===== src/rtl/gate_rr_arbiter.sv =====
// Round-robin arbiter that shares one selectable N-input gate among M requesters
// and returns each result through a single registered, ID-tagged response slot.
module gate_rr_arbiter #(
  parameter int unsigned N = 2,
  parameter int unsigned M = 4,
  localparam int unsigned IDW = $clog2(M)
) (
  input  logic             clk,
  input  logic             rst,
  input  logic [M-1:0]     req_valid,
  input  logic [M*N-1:0]   req_data,
  input  logic [2*M-1:0]   req_select,
  output logic [M-1:0]     req_ready,
  output logic             rsp_valid,
  input  logic             rsp_ready,
  output logic             rsp_out,
  output logic [IDW-1:0]   rsp_id,
  output logic [15:0]      grant_cnt
);

  localparam int unsigned CNT_W = 16;

  logic [IDW-1:0]   ptr_q, ptr_d;
  logic             rsp_valid_q, rsp_valid_d;
  logic             rsp_out_q, rsp_out_d;
  logic [IDW-1:0]   rsp_id_q, rsp_id_d;
  logic [CNT_W-1:0] grant_cnt_q, grant_cnt_d;

  logic             accept_c;
  logic             grant_any_c;
  logic [IDW-1:0]   grant_idx_c;
  logic [M-1:0]     grant_c;
  logic             transfer_c;
  logic [N-1:0]     gate_data_c;
  logic [1:0]       gate_sel_c;
  logic             gate_y_c;

  // Rotating priority scan: first valid requester starting at ptr, wrapping.
  always_comb begin
    grant_any_c = 1'b0;
    grant_idx_c = '0;
    grant_c     = '0;
    for (int unsigned k = 0; k < M; k++) begin
      logic [IDW-1:0] idx;
      idx = IDW'((32'(ptr_q) + k) % M);
      if (!grant_any_c && req_valid[idx]) begin
        grant_any_c = 1'b1;
        grant_idx_c = idx;
      end
    end
    if (grant_any_c) begin
      grant_c[grant_idx_c] = 1'b1;
    end
  end

  // Handshake: slot free or draining this cycle lets the winner through.
  always_comb begin
    accept_c    = !rsp_valid_q || rsp_ready;
    req_ready   = accept_c ? grant_c : '0;
    transfer_c  = accept_c && grant_any_c;
    gate_data_c = req_data[32'(grant_idx_c)*N +: N];
    gate_sel_c  = req_select[32'(grant_idx_c)*2 +: 2];
  end

  N_Any_Gate #(.N(N)) u_gate (
    .a   (gate_data_c),
    .sel (gate_sel_c),
    .y   (gate_y_c)
  );

  // Next-state: load on transfer, drop valid on a pure drain, otherwise hold.
  always_comb begin
    ptr_d       = ptr_q;
    rsp_valid_d = rsp_valid_q;
    rsp_out_d   = rsp_out_q;
    rsp_id_d    = rsp_id_q;
    grant_cnt_d = grant_cnt_q;
    if (transfer_c) begin
      rsp_valid_d = 1'b1;
      rsp_out_d   = gate_y_c;
      rsp_id_d    = grant_idx_c;
      ptr_d       = IDW'((32'(grant_idx_c) + 32'd1) % M);
      if (grant_cnt_q != {CNT_W{1'b1}}) begin
        grant_cnt_d = grant_cnt_q + CNT_W'(1);
      end
    end else if (rsp_valid_q && rsp_ready) begin
      rsp_valid_d = 1'b0;
    end
  end

  // State registers with synchronous reset.
  always_ff @(posedge clk) begin
    if (rst) begin
      ptr_q       <= '0;
      rsp_valid_q <= 1'b0;
      rsp_out_q   <= 1'b0;
      rsp_id_q    <= '0;
      grant_cnt_q <= '0;
    end else begin
      ptr_q       <= ptr_d;
      rsp_valid_q <= rsp_valid_d;
      rsp_out_q   <= rsp_out_d;
      rsp_id_q    <= rsp_id_d;
      grant_cnt_q <= grant_cnt_d;
    end
  end

  assign rsp_valid = rsp_valid_q;
  assign rsp_out   = rsp_out_q;
  assign rsp_id    = rsp_id_q;
  assign grant_cnt = grant_cnt_q;

endmodule

// Selectable N-input reduction gate: 00 AND, 01 XOR, 10 XNOR, 11 OR.
module N_Any_Gate #(
  parameter int unsigned N = 2
) (
  input  logic [N-1:0] a,
  input  logic [1:0]   sel,
  output logic         y
);

  // Reduction chosen by sel.
  always_comb begin
    y = 1'b0;
    case (sel)
      2'b00:   y = &a;
      2'b01:   y = ^a;
      2'b10:   y = ~^a;
      default: y = |a;
    endcase
  end

endmodule


===== config.mk =====
export PLATFORM = sky130hd
export DESIGN_NAME = gate_rr_arbiter
export DESIGN_NICKNAME = d
export VERILOG_FILES = /design/src/rtl/gate_rr_arbiter.sv
export SDC_FILE = /design/constraint.sdc
export NUM_CORES = 1
export LEC_CHECK = 0
export BUFFER_PORTS_ARGS = -buffer_cell sky130_fd_sc_hd__buf_2
export CORE_UTILIZATION = 25
export CTS_CLUSTER_SIZE = 25
export DETAILED_ROUTE_END_ITERATION = 8
export HOLD_SLACK_MARGIN = 0.1
export PLACE_DENSITY_LB_ADDON = 0.08
export SYNTH_ARGS = -nofsm -noshare
export SYNTH_HDL_FRONTEND = slang
export SYNTH_SLANG_ARGS = --single-unit

===== constraint.sdc =====
create_clock -name clk -period 6.55 [get_ports clk]
set_input_delay 0.655 -clock clk [delete_from_list [all_inputs] [get_ports clk]]
set_output_delay 0.655 -clock clk [all_outputs]
set_load 0.03 [all_outputs]

==> results.txt, run 1 <==
The run finished with clean final reports. The class of the worst hold path is reg -> reg. The leakage power figure came out at 0.819 nW. The clock root buffer is clkbuf_8.

The number of nets in the synthesized netlist came out at 198. The total inserted antenna cells is 0. The hold buffer count at cts is 0.

The synthesized design contains 22 register bits. The number of antenna violations at the first check in global routing came to 0. Summed over all layers, the global routing overflow is 0. The beginning of the worst hold path is rsp_id[1]$_SDFFE_PP0P_. The die covers slightly below 0.006 mm². The number of instances in the synthesized netlist is approximately 170. In this run, distinct cell masters in the synthesized netlist total 36. The share of synthesized flip-flops with an asynchronous set or reset is 0%. The later-pin clock latency in the skew report is 260 ps. The pin count of the biggest net entering global routing came out at 23.

The worst supply voltage drop on vdd is approximately 0.11 mV. The final clock skew came out at 6.08 ps. The final cell utilization of the core is approximately 33%. The library cell used most frequently in the layout, excluding fill and tap cells, is buf_2. The critical path data required time came out at between 6000 and 7000 ps. For hold timing, the worst endpoint is rsp_id[1]$_SDFFE_PP0P_.

The shortest clock period the worst path allows after layout is around 3200 ps. After synthesis, flip-flops and latches occupy between 30% and 40% of the total area. The via density per instance is 4.61. The iteration-0 DRC count of the detailed router came out at 21.

Among all flip-flop cells after synthesis, the most frequent one is dfxtp_1. The width of the die is 76.3 µm. The worst setup path is of the in -> reg kind. The DRC violation count after routing came out at 0. In the finished design, the share of the clock period the worst path needs comes to 48.5%. The data arrival time at the worst-slack endpoint came out at 3330 ps.

The die is 76.3 µm tall. Relative to the synthesized area, the layout overhead comes to 25.6%. The count of cells along the worst hold path came out at 2. The synthesis warning total came out at 0. Dividing the detail-routed wire length by the instance count gives between 10 and 15 µm. The number of failing setup endpoints in the final timing report is 0.

The number of buffers inserted by post-CTS setup repair came out at 0. The final wirelength is between 3000 and 4000 µm. Of all nets on the critical path, the largest fanout is 7.

For the worst flop-to-flop path, the logic depth is 9. The net count of the finished layout is between 200 and 250. Max-cap violations in this run came to 0. The floorplan row count came out at 26.

The routability-driven placement congestion ratio is 0.779. The quantity of gates resized following cts came out at 0. During placement, the flow inserted port buffers numbering 46.

The ratio of cells with drive above 1 in the final layout came out at 24.6%. The top cell types in the final layout, fill and taps aside, are buf_2, nor2_1, dfxtp_1. The final sum of negative setup slack is 0 ps. The endpoint of the worst-slack reg-to-reg timing path is rsp_out$_SDFFE_PP0P_. The minimum setup slack among reg-to-reg paths is 3560 ps.

The TritonCTS clock tree is yes. The number of pins exceeding their max-slew limit in the final report is 0. Clock-pin slew was measured on the worst setup and hold paths at 80 ps.

The wire length of the first global-routing pass came out at slightly below 6000 µm. The total I/O pin count came out at 47. Walking the worst path, the cells encountered are buf_2, nor2b_1, or4b_1, nand2_1, mux2i_1, mux2i_1, ha_1, inv_1, o41ai_1, and4bb_1. The worst register-to-register path begins at ptr_q[0]$_SDFFE_PP0P_. The power per cell area is ~240 mW/mm².

The number of global-route vias before repair came out at between 1000 and 1500. The number of clock buffers added by TritonCTS is 3. For this run, the top clock speed supported by timing is 315 MHz. The core area is between 0.005 and 0.006 mm². STA classifies the critical path endpoint as a flip-flop. For this run, the detailed router's first-pass iteration total came to 4. The effective utilization at floorplan is between 20% and 30%. Clock tree synthesis found a total of 22 sinks.

The max-slew headroom at the worst pin is a little under half. The wire-length estimate of the detail-placed layout is approximately 2600 µm. The average instance in the mapped netlist occupies just over 8 µm². In this run the remaining antenna-violating nets after routing total 0. The cell area after synthesis is 0.00138 mm².

The largest buffer count on any clock path is 2. The kind of launch point of the worst setup path is an input port. Global routing used 12.0% of the available tracks. Counting flops with a built-in enable in the synthesized netlist gives 0.

On the worst path, the slowest cell contributes a delay of ~660 ps. The H-tree depth reported by CTS is 1. The detailed router placed about 1300 vias in this run.

The slew at the pin closest to its max-slew limit is 790 ps. Setup repair after global routing left no endpoint under its margin. The most numerous cell type found on the critical path is mux2i_1. The hold violation total from the final report is 0. Among all stages on the critical path, the largest delay is contributed by or4b_1.
## report_power, final
part,internal (W),switching (W)
Combinational,0.0000553,0.0000828
Clock,0.0000816,0.0000431
Sequential,0.000142,0.00000844
## per-stage QoR
stage / instances / hold WS, ps / area [µm²] / setup WS (ps) / total power [W]
finish: 281 / 454 / 1730 / 3370 / 0.000413
global route: 281 / 499 / 1730 / 3170 / 0.000445
detailed placement: 277 / 446 / 1660 / 3100 / 0.000293
floorplan: 168 / 495 / 1380 / 3540 / 0.000259
CTS: 281 / 458 / 1730 / 3370 / 0.000421
global placement: 277 / 455 / 1660 / 3310 / 0.000287
## area by class of cell
cell class,instances,area (µm²)
Tap cell,70,87.6
Sequential cell,22,440
Clock buffer,3,41.3
Inverter,6,22.5
Fill cell,561,3470
Timing Repair Buffer,46,230
Multi-Input combinational cell,133,881
Clock inverter,1,30.0
## Yosys cell counts (2+ instances only)
cell type,n,area (µm²)
nor2_1,25,93.8
dfxtp_1,22,440
nand2_1,16,60.1
xor2_1,12,105
nand3_1,8,40.0
and2_1,7,43.8
ha_1,7,87.6
mux2i_1,7,70.1
a21oi_1,6,30.0
inv_1,5,18.8
nand4_1,5,31.3
nor2b_1,5,31.3
and4_1,4,35.0
clkbuf_1,4,15.0
and3_1,3,18.8
nand2b_1,3,18.8
nor4_1,3,18.8
xnor2_1,3,26.3
a21bo_1,2,20.0
a221oi_1,2,17.5
buf_2,2,10.0
nor3_1,2,10.0
o41ai_1,2,17.5
## worst max-delay path by stage
stage,from,to,slack [ps],cells past startpoint
after global placement,req_valid[2],rsp_out$_SDFFE_PP0P_,3310,10
after detailed placement,req_valid[2],rsp_out$_SDFFE_PP0P_,3100,10
after CTS,req_valid[2],req_ready[0],3370,8
final,req_valid[2],rsp_out$_SDFFE_PP0P_,3370,10
after floorplan,req_valid[2],rsp_out$_SDFFE_PP0P_,3540,10
after global routing,req_valid[2],rsp_out$_SDFFE_PP0P_,3170,10
## worst max-delay path, delay by kind of cell
family	cells	cell delay [ps]
simple gates	4	1370
fa+ha+maj	1	370
mux	2	350
buf+inv	2	180
compound gates	1	380
## cell families (layout without fill, tap and decap cells)
family	after synthesis	after routing	synth area share, %
multiplexers	7	7	5.08
adder cells (fa/ha/maj)	7	7	6.35
AO/OA/AOI/OAI	20	20	11.3
AND/OR/NAND/NOR	84	84	31.6
flip-flops	22	22	31.9
buffers and inverters	13	56	4.26
XOR/XNOR	15	15	9.52
## state kept, by name, indices dropped and copies added (netlist names)
name and flops:
grant_cnt 16, ptr_q 2, rsp_id 2, rsp_out 1, rsp_valid 1
## routing by layer
metal	track usage [%]	vias to the layer above	routed length, µm
met4	4.42	0	40
met5	0	-	0
met3	2.04	5	130
li1	-	671	-
met1	14.8	593	1630
met2	20.9	27	1570
Note: power is estimated with default switching activity, not from simulation.
==> inputs of run 2 (changes only) <==
==> constraint.sdc (replaced) <==
create_clock -name clk -period 3.22 [get_ports clk]
set_input_delay 0.322 -clock clk [delete_from_list [all_inputs] [get_ports clk]]
set_output_delay 0.322 -clock clk [all_outputs]
set_load 0.03 [all_outputs]
==> run 2 against run 1 <==
  * Register-to-register slack worse by 3300 ps
  * Combinational power grew 100%
  * Largest power group unchanged
  * Critical path type is now reg -> reg
  * Wire length increased by 0.51%
  * Non-clock buffer count unchanged
  * Highest routed layer unchanged
  * Largest cell class unchanged
==> results.txt, run 2 (synthesized netlist as in run 1, its figures left out) <==
The critical path data required time is 3380 ps (-3320 ps). The fraction of the cycle the final worst path needs is 92.4%. The clock net sink count is 22 (unchanged).

The number of buffers inserted during clock tree synthesis came out at 3 (unchanged). The number of pins exceeding their max-slew limit in the final report came to 0 (unchanged). The final-stage net count was 242 (unchanged). The largest buffer count on any clock path came out at 2 (unchanged).

The final HPWL from detailed placement came out at 2580 µm (+0.20%). Timing would allow up to ~340 MHz. The met3 wire length came out at 137 µm (+5.4%).

The beginning of the worst hold path is rsp_ready. The depth of the worst register-to-register path is 9 (unchanged). The count of antenna-violating nets left after detailed routing came out at 0 (unchanged). The hold buffer count at cts was 0 (unchanged). The H-tree depth reported by CTS came to 1 (unchanged). The leakage power figure was 0.812 nW (-0.85%). The wire length of the first global-routing pass is 5810 µm (+0.12%). The combined area of the multi-input logic cells came out at 881 µm² (unchanged). The worst register-to-register path ends at rsp_out$_SDFFE_PP0P_. The total congestion overflow is 0 (unchanged). For the finished layout, the period the worst path requires is between 2000 and 3000 ps.

The number of antenna violations at the first check in global routing came to 0 (unchanged). The core area is 0.00520 mm² (unchanged). The min-delay analysis places its worst path in the category in -> reg. The number of flip-flops under the largest register name came to 16 (unchanged).

STA classifies the critical path endpoint as a flip-flop. The max-slew headroom at the worst pin came to 48.1% (+0.82 points). By startpoint and endpoint, the worst setup path is classified as reg -> reg.

The worst supply voltage drop on vdd came out at 0.156 mV (+47%). The startpoint identified for the worst register-to-register timing path is ptr_q[0]$_SDFFE_PP0P_. The quantity of gates resized following cts came out at 0 (unchanged). The final sum of negative setup slack was 0 ps (unchanged).

The average wire length per cell after detail routing came out at 12.0 µm (+0.51%). In this run the top signal layer used is met4. The minimum setup slack among reg-to-reg paths came to 240 ps (-3320 ps). The routability-driven placement congestion ratio is 0.779 (unchanged).

The number of filler instances in the final layout is 593 (+5.7%). The aggregate global-route resource usage came to 12.0% (-0.076 points). The DRC violation count after routing is 0 (unchanged). The number of violations of the max-capacitance limit came out at 0 (unchanged). The number of failing setup endpoints in the final timing report is 0 (unchanged). The hold violation total from the final report came out at 0 (unchanged).

The library cells used most frequently in the layout, excluding fill and tap cells, are buf_2, nor2_1, dfxtp_1. The clock-pin slew on the worst setup and hold paths is 80 ps (about the same). TritonCTS built the clock tree. The highest fanout seen on the critical path is 7 (unchanged). The total iterations of the first detailed-routing run was 4 (unchanged). The run finished with clean final reports. Setup repair after global routing left no endpoint under its margin.

The cell total after placement came out at 277 (unchanged). The met2 wire length is 1620 µm (+3.2%). The final wirelength is 3380 µm (+0.51%). The via density per instance came out at 4.66 (+1.1%).

The iteration-0 DRC count of the detailed router came out at 23 (+9.5%). The library cell used most frequently in the layout, excluding fill and tap cells, is buf_2. The power per cell area came to 457 mW/mm² (+92%). The pin count of the biggest net entering global routing is 23 (unchanged).

The height of the chip is 76.3 µm (unchanged). The via total after detailed routing came out at 1310 (+1.1%). The total I/O pin count is 47 (unchanged). The number of global-route vias before repair came out at 1314 (-0.38%). The detailed-routing wirelength on met1 is 1590 µm (-2.4%). The delay of the slowest critical-path stage was 660 ps (about the same). The overall die area was 0.00582 mm² (unchanged). The width of the die is 76.3 µm (unchanged). The slew at the pin closest to its max-slew limit came out at 778 ps (-12.3 ps).

The cell that appears most often on the critical path is mux2i_1. The effective utilization at floorplan is 26.5% (unchanged). The area taken by flip-flops and latches came out at 440 µm² (unchanged). CTS placed an instance of clkbuf_8 at the clock tree root. The number of cells in the finished layout apart from fillers was 281 (unchanged). The highest-delay cell along the critical path is or4b_1. The worst hold path terminates at rsp_valid$_SDFFE_PP0P_. The kind of launch point of the worst setup path is a flip-flop. The layout overhead on the synthesized area is 24.4%.

The critical path goes through nor2b_1, or4b_1, nand2_1, mux2i_1, mux2i_1, ha_1, inv_1, o41ai_1, and4bb_1. The quantity of I/O buffers inserted on ports is 46 (unchanged). The later-pin clock latency in the skew report is 260 ps (about the same). The final clock skew came out at 4.19 ps (-1.89 ps). The total inserted antenna cells is 0 (unchanged).

The floorplan row count came out at 26 (unchanged). The ratio of cells with drive above 1 in the final layout is 24.6% (unchanged). The number of buffers inserted by post-CTS setup repair came to 0 (unchanged). The count of cells along the worst hold path is 4 (+2). The data arrival time at the worst-slack endpoint came to 3130 ps (-200 ps).
## run 2: changes by cell type in the layout (fill, tap and decap cells not counted)
| cell | before | now |
|---|---|---|
| clkbuf_8 | 3 | 4 |
| bufinv_16 | 1 | 0 |
## run 2: per-stage QoR
| stage | instance area, µm² | util [%] | setup slack [ps] | hold WS, ps | power (W) |
|---|---|---|---|---|---|
| global placement | 1660 | 31.9 | 315 | 455 | 0.000585 |
| finish | 1720 | 33.0 | 245 | 347 | 0.000785 |
| detailed placement | 1660 | 31.9 | 113 | 446 | 0.000596 |
| global route | 1720 | 33.0 | 59.1 | 346 | 0.000841 |
| floorplan | 1380 | - | 542 | 401 | 0.000526 |
| CTS | 1720 | 33.0 | 235 | 340 | 0.000797 |
## run 2: critical path, delay by kind of cell, from the launching register on
kind            cells  cell delay [ps]
simple gates        4             1320
mux                 2              350
buf+inv             1               80
compound gates      1              370
fa+ha+maj           1              380
flops               1              380
## run 2: area by class of cell
cell class / instances / share of cell area [%]
Multi-Input combinational cell: 133 / 51.3
Sequential cell: 22 / 25.7
Timing Repair Buffer: 46 / 13.4
Tap cell: 70 / 5.10
Clock buffer: 4 / 3.21
Inverter: 6 / 1.31
## run 2: layer usage
layer	vias to the layer above	track usage [%]
met5	-	0
met4	0	4.04
met3	5	1.92
met2	33	21.0
met1	601	14.7
li1	671	-
## run 2: power by group
group	total (W)	switching, W	internal [W]
sequential	0.000307	0.0000176	0.000289
clock	0.000197	0.0000885	0.000109
combinational	0.000281	0.000168	0.000112
total	0.000785	0.000274	0.000511
## run 2: how the worst max path moves through the flow
stage	from	endpoint	slack [ps]	cells after the start
after floorplan	req_valid[2]	rsp_out$_SDFFE_PP0P_	540	10
after global placement	req_valid[2]	rsp_out$_SDFFE_PP0P_	310	10
after detailed placement	req_valid[2]	rsp_out$_SDFFE_PP0P_	110	10
after CTS	ptr_q[0]$_SDFFE_PP0P_	rsp_out$_SDFFE_PP0P_	240	9
after global routing	ptr_q[0]$_SDFFE_PP0P_	rsp_out$_SDFFE_PP0P_	60	9
final	ptr_q[0]$_SDFFE_PP0P_	rsp_out$_SDFFE_PP0P_	240	9
